File: src/rtl/gb_cpu_common_pkg.sv
// rtl/gb_cpu_common_pkg.sv - shared sequencer state, control bundle and fixed control words
package gb_cpu_common_pkg;

  typedef enum logic [1:0] {
    ST_FETCH = 2'd0,
    ST_EXEC  = 2'd1,
    ST_HALT  = 2'd2
  } seq_state_t;

  typedef enum logic [1:0] {
    ADDR_PC = 2'd0,
    ADDR_SP = 2'd1,
    ADDR_HL = 2'd2,
    ADDR_WZ = 2'd3
  } addr_sel_t;

  typedef enum logic [1:0] {
    IDU_NOP = 2'd0,
    IDU_INC = 2'd1,
    IDU_DEC = 2'd2
  } idu_op_t;

  typedef enum logic [2:0] {
    ALU_NOP = 3'd0,
    ALU_ADD = 3'd1,
    ALU_ADC = 3'd2,
    ALU_SUB = 3'd3,
    ALU_AND = 3'd4,
    ALU_OR  = 3'd5,
    ALU_XOR = 3'd6,
    ALU_CP  = 3'd7
  } alu_op_t;

  typedef struct packed {
    addr_sel_t addr_sel;
    logic      addr_drive;
    logic      data_to_ir;
    idu_op_t   idu_op;
    logic      idu_wren;
    alu_op_t   alu_op;
    logic      alu_wren;
    logic      rf_wren;
    logic      mem_wren;
    logic      pc_wren;
  } control_signals_t;

  // Opcode fetch: PC on the bus, byte into IR, IDU writes PC+1 back.
  localparam control_signals_t FETCH_CTRL = '{
    addr_sel:   ADDR_PC,
    addr_drive: 1'b1,
    data_to_ir: 1'b1,
    idu_op:     IDU_INC,
    idu_wren:   1'b1,
    alu_op:     ALU_NOP,
    alu_wren:   1'b0,
    rf_wren:    1'b0,
    mem_wren:   1'b0,
    pc_wren:    1'b0
  };

  localparam control_signals_t NOP_CTRL = '{
    addr_sel:   ADDR_PC,
    addr_drive: 1'b0,
    data_to_ir: 1'b0,
    idu_op:     IDU_NOP,
    idu_wren:   1'b0,
    alu_op:     ALU_NOP,
    alu_wren:   1'b0,
    rf_wren:    1'b0,
    mem_wren:   1'b0,
    pc_wren:    1'b0
  };

endpackage

File: src/rtl/gb_cpu_step_counter.sv
// rtl/gb_cpu_step_counter.sv - execute step index and remaining-cycle counter pair
module gb_cpu_step_counter #(
  parameter int CYCLE_W = 3
) (
  input  logic               clk,
  input  logic               reset,
  input  logic               i_hold,
  input  logic               i_load,
  input  logic [CYCLE_W-1:0] i_count,
  input  logic               i_advance,
  input  logic               i_clear,
  output logic [CYCLE_W-1:0] o_step,
  output logic               o_last
);

  logic [CYCLE_W-1:0] r_step;
  logic [CYCLE_W-1:0] r_remaining;

  always_ff @(posedge clk) begin
    if (reset) begin
      r_step      <= '0;
      r_remaining <= '0;
    end else if (!i_hold) begin
      if (i_load) begin
        r_step      <= '0;
        r_remaining <= i_count;
      end else if (i_advance) begin
        r_step      <= r_step + CYCLE_W'(1);
        r_remaining <= r_remaining - CYCLE_W'(1);
      end else if (i_clear) begin
        r_step      <= '0;
        r_remaining <= '0;
      end
    end
  end

  // Treating zero as last keeps a corrupted count from ever wrapping.
  assign o_step = r_step;
  assign o_last = (r_remaining <= CYCLE_W'(1));

endmodule

File: src/rtl/gb_cpu_sequencer.sv
// rtl/gb_cpu_sequencer.sv - FETCH/EXEC/HALT M-cycle sequencer with CB-prefix and ISR tracking
module gb_cpu_sequencer
  import gb_cpu_common_pkg::*;
#(
  parameter int CYCLE_W   = 3,
  parameter int MAX_STEPS = 6,
  parameter int HALT_EN   = 1
) (
  input  logic               clk,
  input  logic               reset,
  input  logic               stall,
  input  logic [CYCLE_W-1:0] sched_m_cycles,
  input  control_signals_t   sched_controls [MAX_STEPS],
  input  logic               sched_cb_prefix,
  input  logic               cond_fail,
  input  logic               irq_dispatch,
  input  logic               irq_wake,
  input  logic               halt_req,
  output control_signals_t   control_next,
  output logic [CYCLE_W-1:0] step,
  output logic               fetching,
  output logic               cb_prefix_o,
  output logic               isr_cmd,
  output logic               halted,
  output logic               sched_err
);

  localparam logic [CYCLE_W-1:0] MAX_STEPS_W = CYCLE_W'(MAX_STEPS);

  seq_state_t         r_state;
  logic               r_cb;
  logic               r_isr;
  logic               r_sched_err;

  logic               w_in_fetch;
  logic               w_in_exec;
  logic               w_in_halt;
  logic               w_over;
  logic [CYCLE_W-1:0] w_count;
  logic               w_start;
  logic               w_last;
  logic               w_complete;
  logic               w_halt_go;
  logic [CYCLE_W-1:0] w_step;

  assign w_in_fetch = (r_state == ST_FETCH);
  assign w_in_exec  = (r_state == ST_EXEC);
  assign w_in_halt  = (r_state == ST_HALT);
  assign w_over     = (sched_m_cycles > MAX_STEPS_W);
  assign w_count    = w_over ? MAX_STEPS_W : sched_m_cycles;
  assign w_start    = w_in_fetch && (sched_m_cycles != '0);
  assign w_complete = (w_in_fetch && (sched_m_cycles == '0)) ||
                      (w_in_exec && (cond_fail || w_last));
  assign w_halt_go  = (HALT_EN != 0) && halt_req && !irq_wake;

  gb_cpu_step_counter #(
    .CYCLE_W (CYCLE_W)
  ) u_step_counter (
    .clk       (clk),
    .reset     (reset),
    .i_hold    (stall),
    .i_load    (w_start),
    .i_count   (w_count),
    .i_advance (w_in_exec && !w_complete),
    .i_clear   (w_in_exec && w_complete),
    .o_step    (w_step),
    .o_last    (w_last)
  );

  always_ff @(posedge clk) begin
    if (reset) begin
      r_state     <= ST_FETCH;
      r_cb        <= 1'b0;
      r_isr       <= 1'b0;
      r_sched_err <= 1'b0;
    end else if (!stall) begin
      r_sched_err <= w_start && w_over;
      if (w_complete) begin
        r_state <= w_halt_go ? ST_HALT : ST_FETCH;
        // A completing 0xCB opcode defers any interrupt until its body completes.
        r_cb    <= sched_cb_prefix && !r_cb;
        r_isr   <= !r_isr && irq_dispatch && !sched_cb_prefix;
      end else if (w_start) begin
        r_state <= ST_EXEC;
      end else if (w_in_halt && irq_wake) begin
        r_state <= ST_FETCH;
        r_isr   <= irq_dispatch;
      end
    end
  end

  always_comb begin
    control_next = NOP_CTRL;
    case (r_state)
      ST_FETCH: control_next = FETCH_CTRL;
      ST_EXEC:  if (w_step < MAX_STEPS_W) control_next = sched_controls[w_step];
      default:  control_next = NOP_CTRL;
    endcase
  end

  assign step        = w_step;
  assign fetching    = w_in_fetch;
  assign halted      = w_in_halt;
  assign cb_prefix_o = r_cb;
  assign isr_cmd     = r_isr;
  assign sched_err   = r_sched_err;

endmodule

File: config.mk
export PLATFORM = sky130hd
export DESIGN_NAME = gb_cpu_sequencer
export DESIGN_NICKNAME = d
export VERILOG_FILES = /design/src/rtl/gb_cpu_common_pkg.sv /design/src/rtl/gb_cpu_step_counter.sv /design/src/rtl/gb_cpu_sequencer.sv
export SDC_FILE = /design/constraint.sdc
export NUM_CORES = 1
export LEC_CHECK = 0
export BUFFER_PORTS_ARGS = -buffer_cell sky130_fd_sc_hd__buf_2
export CAP_MARGIN = 20
export CORE_ASPECT_RATIO = 0.9
export CORE_UTILIZATION = 35
export CTS_CLUSTER_SIZE = 10
export DETAILED_ROUTE_END_ITERATION = 10
export HOLD_SLACK_MARGIN = 0.08
export PLACE_DENSITY_LB_ADDON = 0.1
export SYNTH_ARGS = -nofsm -noshare
export SYNTH_HDL_FRONTEND = slang
export SYNTH_SLANG_ARGS = --single-unit
File: constraint.sdc
create_clock -name clk -period 1.5 [get_ports clk]
set_input_delay 0.225 -clock clk [delete_from_list [all_inputs] [get_ports clk]]
set_output_delay 0.225 -clock clk [all_outputs]
set_load 0.02 [all_outputs]
-- Word level (Yosys, flattened, before mapping)
Cells that the tools add are included.
- bits in registers: 11
- bits in latches: 0
- RAM bits: 0
- ROM bits: 0
- bits of input ports: 95
- output and inout port bits: 22
- word-level logic and storage cells: 63
- memories: 0
- add/sub/neg operators: 2
- multiply operators: 0
- divide/modulo/power cells: 0
- order comparisons: 4
- equality and inequality tests: 3
- shift-type cells: 0
- multiplexer cells: 18
- bitwise logic cells: 2
- reduce and logical (&&, ||, !) cells: 28
- operators with widths (operator ; count):
    binary-select mux 14 bit (select 3 bit) ; 1
    2-to-1 mux 14 bit ; 3
    case mux 14 bit (2 select lines) ; 1
    2-to-1 mux 3 bit ; 6
    logical AND 1 bit ; 11
    nonzero test 3 bit ; 3
    2-to-1 mux 2 bit ; 4
    AND reduction 2 bit ; 3
    zero test 1 bit ; 5
    greater-or-equal comparator 4 bit (second input constant) ; 1
    inverter 3 -> 4 bit ; 1
    adder 3 x 1 -> 3 bit (second input constant) ; 1
    > comparator 3 bit (second input constant) ; 1
    less-or-equal comparator 3 x 1 -> 1 bit (second input constant) ; 1
    zero test 3 bit ; 1
    less-than comparator 3 bit (second input constant) ; 1
    2-to-1 mux 1 bit ; 3
    AND reduction 3 bit ; 1
    subtractor 3 x 1 -> 3 bit (second input constant) ; 1
    == test 2 x 1 -> 1 bit (second input constant) ; 1
    == test 2 bit (second input constant) ; 1
    zero test 2 bit ; 1
    logical OR 1 bit ; 2
    != test 2 x 1 -> 1 bit (second input constant) ; 1
    2 further kinds ; 2

-- Logic depth before layout (Yosys ltp)
Gate-level depths: netlist (run 1).
- word-level depth: 8
- depth in mapped cells: 6
- mapped depth without buffers: 6

-- By module
Synthesis (run 1) repeated with hierarchy kept, for this count alone.
- cells, all modules: 148
- area total of the unflattened synthesis: 1420.1 um2
- modules (own cells, without submodules) (module ; instances ; cells an instance ; area each (um2)):
    gb_cpu_sequencer ; 1 ; 108 ; 1057.3
    gb_cpu_step_counter ; 1 ; 40 ; 362.8

-- Worst setup path after synthesis (run 1)
OpenSTA, ideal clock, no wires.
- path kind: register -> output
- start point: reg u_step_counter.r_step[0], in the netlist u_step_counter.o_step[0]
- end point: out control_next[10] (netlist name)
- arrival: 1.537 ns
- required time: 1.275 ns
- slack: -0.262 ns
- stages on the path, launching flop included: 5
- buffers on the path: 1
- path through: dfxtp_1 -> buf_6 -> mux4_2 -> a22oi_1 -> a21oi_1
- RTL lines (element ; RTL line ; text):
    from (decl) ; gb_cpu_step_counter.sv:16 ; logic [CYCLE_W-1:0] r_step;
    from (signal assigned) ; gb_cpu_step_counter.sv:28 ; r_step <= r_step + CYCLE_W'(1);
    to (decl) ; gb_cpu_sequencer.sv:19 ; output control_signals_t control_next,

==> impl_results.md, run 1 <==
* Reg area at 228 sq um
* Leading area contributor after synthesis: mux4_2
* I/O pins at 117
* Critical setup path kind: reg -> out
* Max Slew Vio Count at 0
* HP Class: in -> reg
* Netlist cell types at 44
* Multi-input gate area at 1320 sq um
* Post-synth ARST share at 0%
* Placed Instance Area at 2390 sq um
* Post-synth top cells: nor2_1 (18), a22oi_1 (15), mux2_2 (14), mux4_2 (14), dfxtp_1 (11)
* Slew margin rel. at 71.2%
* Fin area at 2650 sq um
* Largest net degree at the start of global routing at 12
* Layout fillers at 311
* Clock root cell: clkbuf_8
* WL/cell at 13.1 microns
* Skew-Pair Late Insertion Delay at 0.24 ns
* Nets at 390
* Via Count at 1733
* Avg Vias per Cell at 5.14
* Clock Pin Slew Worst Setup and Hold Paths at 0.05 ns
* Ant. Diodes at 0
* Crit path capture type: primary output
* Die height at 62.3 microns
* Final non-filler cell total at 337
* First-pass GRT wire length at 6800 microns
* Layout cells sized above 1 at 77.7%
* Crit path DAT at 1.68 ns
* Port Buf Inserts at 116
* Initial antenna violation count at 0
* CP Launch Type: register
* Ys flop type: dfxtp_1
* Final hold vios at 0
* Clock Path Buffers at 2
* Initial DRC Count at 18
* Top cell type's share of synthesized area at 22.3%
* CTS Buf Count at 3
* Clock Sinks at 11
* Area grow syn2layout at 87.6%
* TritonRoute pass-1 iters at 4
* Global Route Usage Sum at 20.2%
* EDFF count, synth at 0
* TritonCTS clock tree: done
* Crit path cell chain: buf_12, mux4_2, a22oi_2, nor2_4, buf_2
* Largest delay share family, worst path: multiplexers
* Crit-path max FO at 7
* Post-detail-place hpwl at 3560 microns
* #FFs+latches synth at 11
* Number of H-tree levels at 1
* Fmax at 526 MHz
* Sequential share of the synthesized area at 15.6%
* Rows at 21
* Worst Tran Pin Value at 0.430 ns
* Die area at 4290 sq um
* Drt drc at 0
* DRT antenna net count at 0
* Die X at 69.0 microns
* Required time of the critical path at 1.27 ns
* Total Wirelength at 4430 microns
* GR Overflow Total at 0
* Worst vdd ir at 525 uV
* Largest incremental delay on the critical path at 0.50 ns
* Hold_buf cts at 0
* Count leader, synth: nor2_1
* Core area at 3780 sq um
* Mapped cell area at 1410 sq um
* Tcrit/Tclk final at 127%
* Clock skew at 0.00548 ns
* Final WS setup at -0.401 ns
* Fin crit period at 1.90 ns
* Final Setup Violations at 15
* Critical Path Slowest Stage Cell: mux4_2
* Largest cells by area after synthesis: mux4_2 (22%), dfxtp_1 (16%), mux2_2 (11%)
* Yosys synthesis warning count at 0
* Leakage power at 1.13 nW
* Buf/Inv on CP at 2
* Vias in the first global route at 1624
* Mapped Cells at 149
* Syn nets at 247
* Syn avg cell area at 9.48 sq um
* Placed cells at 324
* Max cap viols at 0
* Pwr per Cell Area at 475 nW/um^2
* RSZ-0062 raised after global routing: yes
* GP Congestion at 0.733
* Initial Util at 37.3%
* Violated checks: negative setup slack
* Status: finished, violations left
## area by class of cell
cell class	count	area share, %
clock buffer	4	1.70
tap	46	2.17
timing repair buffer	149	36.7
inverter	7	0.992
sequential	11	8.59
multi-input combinational	120	49.9
## where the power goes
group	total (mW)	internal, mW	switching, mW
clock	0.298	0.187	0.111
combinational	0.639	0.354	0.285
sequential	0.321	0.307	0.0138
## final timing paths
path | slack (ns) | depth (start not counted) | end | start
worst max register to register | -0.03 | 6 | u_step_counter.r_remaining[0]$_SDFFE_PP0P_ | u_step_counter.r_remaining[1]$_SDFFE_PP0P_
worst min register to register | 0.46 | 2 | cb_prefix_o$_SDFFE_PP0P_ | cb_prefix_o$_SDFFE_PP0P_
worst min-delay path | 0.24 | 3 | isr_cmd$_SDFFE_PP0P_ | irq_dispatch
worst max-delay path | -0.40 | 5 | control_next[12] | u_step_counter.o_step[0]$_SDFFE_PP0P_
## per-layer routing
layer  share of wire (%)  up-vias  track usage [%]  wire [microns]
met5                   0        -                0               0
met4                   0        0             2.55               0
met3                 8.2        0             5.33             363
met2                  52       76             37.9            2300
met1                  40      788             22.4            1760
li1                    -      869                -               -
## cells in the final DEF, fill, tap and decap left out, types with 2 or more instances in the layout
cell / count
a21oi_4: 4
buf_12: 5
a22oi_2: 14
buf_2: 103
o22ai_1: 2
buf_4: 28
nor4_1: 2
nand2_1: 6
nor2_2: 5
nand3b_1: 2
a2111oi_4: 2
a21oi_1: 5
dfxtp_1: 7
nor2_1: 8
dfxtp_2: 3
mux2_2: 14
nor2_4: 7
inv_1: 6
a21o_1: 2
buf_6: 13
clkbuf_8: 3
nand3_1: 3
a31oi_1: 2
mux4_2: 14
mux2i_1: 2
ha_1: 2
## registers in the layout (all words and copies together), names as in the netlist
name / count
isr_cmd: 1
u_step_counter.o_step: 3
r_state: 2
sched_err: 1
u_step_counter.r_remaining: 3
cb_prefix_o: 1
## per-stage QoR
stage | util, % | setup TNS, ns | power [mW] | hold WS [ns] | setup slack, ns
global route | 70.0 | -6.36 | 1.34 | 0.248 | -0.468
CTS | 67.2 | -5.63 | 1.22 | 0.235 | -0.430
finish | 70.0 | -5.27 | 1.26 | 0.238 | -0.401
floorplan | - | -0.972 | 0.654 | 0.364 | -0.0846
detailed placement | 63.3 | -2.42 | 0.896 | 0.458 | -0.209
global placement | 63.3 | -2.24 | 0.888 | 0.455 | -0.172
## worst register-to-register path: stages, from the launching register on
cell and delay (ns):
dfxtp_2 0.32, inv_2 0.04, ha_4 0.14, o21bai_4 0.18, a21o_1 0.18, or3_1 0.36, a221oi_2 0.21
## logic make-up (layout without fill, tap and decap cells)
logic type	after synthesis	count (layout)	share of synthesized area, %
AO/OA/AOI/OAI	44	44	24.9
adder cells (fa/ha/maj)	3	3	2.66
buffers and inverters	18	160	6.20
flip-flops	11	11	15.6
multiplexers	30	30	34.9
AND/OR/NAND/NOR	43	43	15.8
## what timing repair did
item                       4_1_cts  5_1_grt
gates cloned                     0        0
pin swaps                        5        8
setup endpoints to repair       17       21
resized for setup               17       21
setup buffers                    6        3
Note: power is estimated with default switching activity, not from simulation.
==> inputs of run 2 (changes only) <==
- CORE_MARGIN: unset -> 2
- REMOVE_ABC_BUFFERS: unset -> 1
==> run 2 against run 1 <==
  * The run still ends with negative setup slack left
  * Clock power barely moved
  * Power fell by 3.7%
  * Die area rose by 6.2%
  * Register-to-register slack barely moved
  * Global-route usage fell by 0.96 points
  * Sequential share of layout area rose by 0.43 points
  * Worst setup slack got worse by 0.029 ns
  * Core utilization fell by 3.0 points
  * Non-clock buffer count did not move
  * Critical endpoint is now control_next[8]
==> impl_results.md, run 2 (synthesis results as in run 1) <==
* Critical R2R Capture: u_step_counter.r_remaining[0]$_SDFFE_PP0P_
* Nets at 390
* P_sw at 0.390 mW
* Buf/Inv on CP at 2
* Tot Pwr at 1.21 mW
* Hold wc startpoint: irq_dispatch
* Core area at 3780 sq um
* Post-detail-place hpwl at 3500 microns
* Final WS setup at -0.430 ns
* Number of H-tree levels at 1
* Tcrit/Tclk final at 129%
* Share of total power in combinational logic at 49.0%
* Status: finished, violations left
* Die X at 71.0 microns
* Critical setup path kind: reg -> out
* Crit path cell chain: buf_6, mux4_2, a22oi_2, a21oi_2, buf_4
* Hold worst-path end: isr_cmd$_SDFFE_PP0P_
* Most common cell after layout, fill and taps aside: buf_2
* CP Launch Type: register
* Skew-Pair Late Insertion Delay at 0.24 ns
* Initial antenna violation count at 0
* Largest net degree at the start of global routing at 20
* CTS Buf Count at 3
* DRT antenna net count at 0
* Worst r2r src: u_step_counter.r_remaining[1]$_SDFFE_PP0P_
* RSZ-0062 raised after global routing: yes
* Worst vdd ir at 496 uV
* Commonest cells after routing, fill and taps aside: buf_2 (107), buf_4 (31), nor2_1 (17), mux4_2 (14)
* Global Route Usage Sum at 19.3%
* Max cap viols at 0
* Internal at 0.821 mW
* Pwr per Cell Area at 477 nW/um^2
* Avg Vias per Cell at 5.31
* Switching Share at 32.2%
* GP Congestion at 0.758
* Crit path capture type: primary output
* Clock skew at 0.00668 ns
* Crit-path max FO at 5
* Via Count at 1790
* Leakage power at 1.13 nW
* Clock Pin Slew Worst Setup and Hold Paths at 0.05 ns
* Fin util at 67.1%
* I/O pins at 117
* Vias in the first global route at 1649
* Hold path cells at 3
* Clock network power share at 24.5%
* Drt drc at 0
* HP Class: in -> reg
* FF-to-FF setup slack at -0.03 ns
* Flop pwr share at 26.5%
* Port Buf Inserts at 116
* Crit path DAT at 1.71 ns
* Worst Tran Pin Value at 0.404 ns
* Fin area at 2540 sq um
* Largest delay share family, worst path: multiplexers
* Clock root cell: clkbuf_8
* Clock Sinks at 11
* TritonRoute pass-1 iters at 4
* Area grow syn2layout at 79.6%
* WL/cell at 14.3 microns
* Critical Path Slowest Stage Cell: mux4_2
* Die height at 64.3 microns
* Required time of the critical path at 1.27 ns
* Rows at 21
* Worst slack, placed at -0.191 ns
* Fmax at 518 MHz
* Max Slew Vio Count at 0
* Die area at 4560 sq um
* Fin crit period at 1.93 ns
* Initial Util at 37.3%
* Total Wirelength at 4820 microns
* Initial DRC Count at 39
* Layout cells sized above 1 at 73.9%
* GR Overflow Total at 0
* Clock Path Buffers at 2
* Largest incremental delay on the critical path at 0.50 ns
* Slew margin rel. at 72.9%
* Violated checks: negative setup slack
* Ant. Diodes at 0
* Hold_buf cts at 0
* TNS Setup at -5.60 ns
* Final hold vios at 0
* First-pass GRT wire length at 7270 microns
* Placed Instance Area at 2190 sq um
* TritonCTS clock tree: done
* Worst reg2reg path depth at 6
* Final Setup Violations at 15
[run 2: changes by cell type in the layout (fill, tap and decap cells not counted), sizes merged]
| cell | before | now |
|---|---|---|
| clkbuf | 4 | 5 |
| buf | 149 | 148 |
[run 2: stage by stage]
step / hold slack, ns / instances
finish: 0.266 / 337
global route: 0.274 / 337
CTS: 0.247 / 335
detailed placement: 0.463 / 323
global placement: 0.455 / 323
floorplan: 0.291 / 138
[run 2: worst max-delay path by stage]
stage                                                      from               end  slack [ns]  depth (start not counted)
after floorplan           u_step_counter.o_step[0]$_SDFFE_PP0P_  control_next[10]       -0.97                          3
after global placement    u_step_counter.o_step[0]$_SDFFE_PP0P_  control_next[10]       -0.18                          5
after detailed placement  u_step_counter.o_step[0]$_SDFFE_PP0P_  control_next[10]       -0.19                          5
after CTS                 u_step_counter.o_step[0]$_SDFFE_PP0P_   control_next[7]       -0.44                          5
after global routing      u_step_counter.o_step[0]$_SDFFE_PP0P_   control_next[8]       -0.48                          5
final                     u_step_counter.o_step[0]$_SDFFE_PP0P_   control_next[8]       -0.43                          5
[run 2: cell type report]
type / instances / area [sq um]
Multi-Input combinational cell: 120 / 1240
Tap cell: 46 / 57.6
Fill cell: 313 / 1250
Sequential cell: 11 / 229
Timing Repair Buffer: 149 / 941
Clock buffer: 4 / 45.0
Inverter: 7 / 26.3
[run 2: power groups by stage]
stage          combinational [mW]  sequential (mW)  clock, mW
2_1_floorplan               0.236            0.345          0
3_3_place_gp                0.503            0.323          0
3_5_place_dp                0.505            0.324          0
4_1_cts                     0.533            0.320      0.309
5_1_grt                     0.641            0.322      0.320
6_report                    0.593            0.321      0.297
[run 2: worst register-to-register path: cells and delay by family, from the launching register on]
family,cells,cell delay (ns)
compound gates,3,0.59
simple gates,1,0.32
buf+inv,1,0.05
flops,1,0.33
fa+ha+maj,1,0.14
[run 2: repair_timing]
action / in CTS / in global routing
cloned: 1 / 1
setup endpoints to repair: 18 / 24
resized for setup: 12 / 38
hold endpoints to repair: 0 / 0
buffers inserted: 8 / 3
pin swaps: 8 / 27
[run 2: routing by layer]
metal / vias to the layer above / GRT usage, % / wire, microns
met5: - / 0 / 0
met4: 0 / 2.12 / 8
met3: 2 / 4.10 / 395
met2: 81 / 32.6 / 2370
met1: 835 / 26.1 / 2050
li1: 872 / - / -
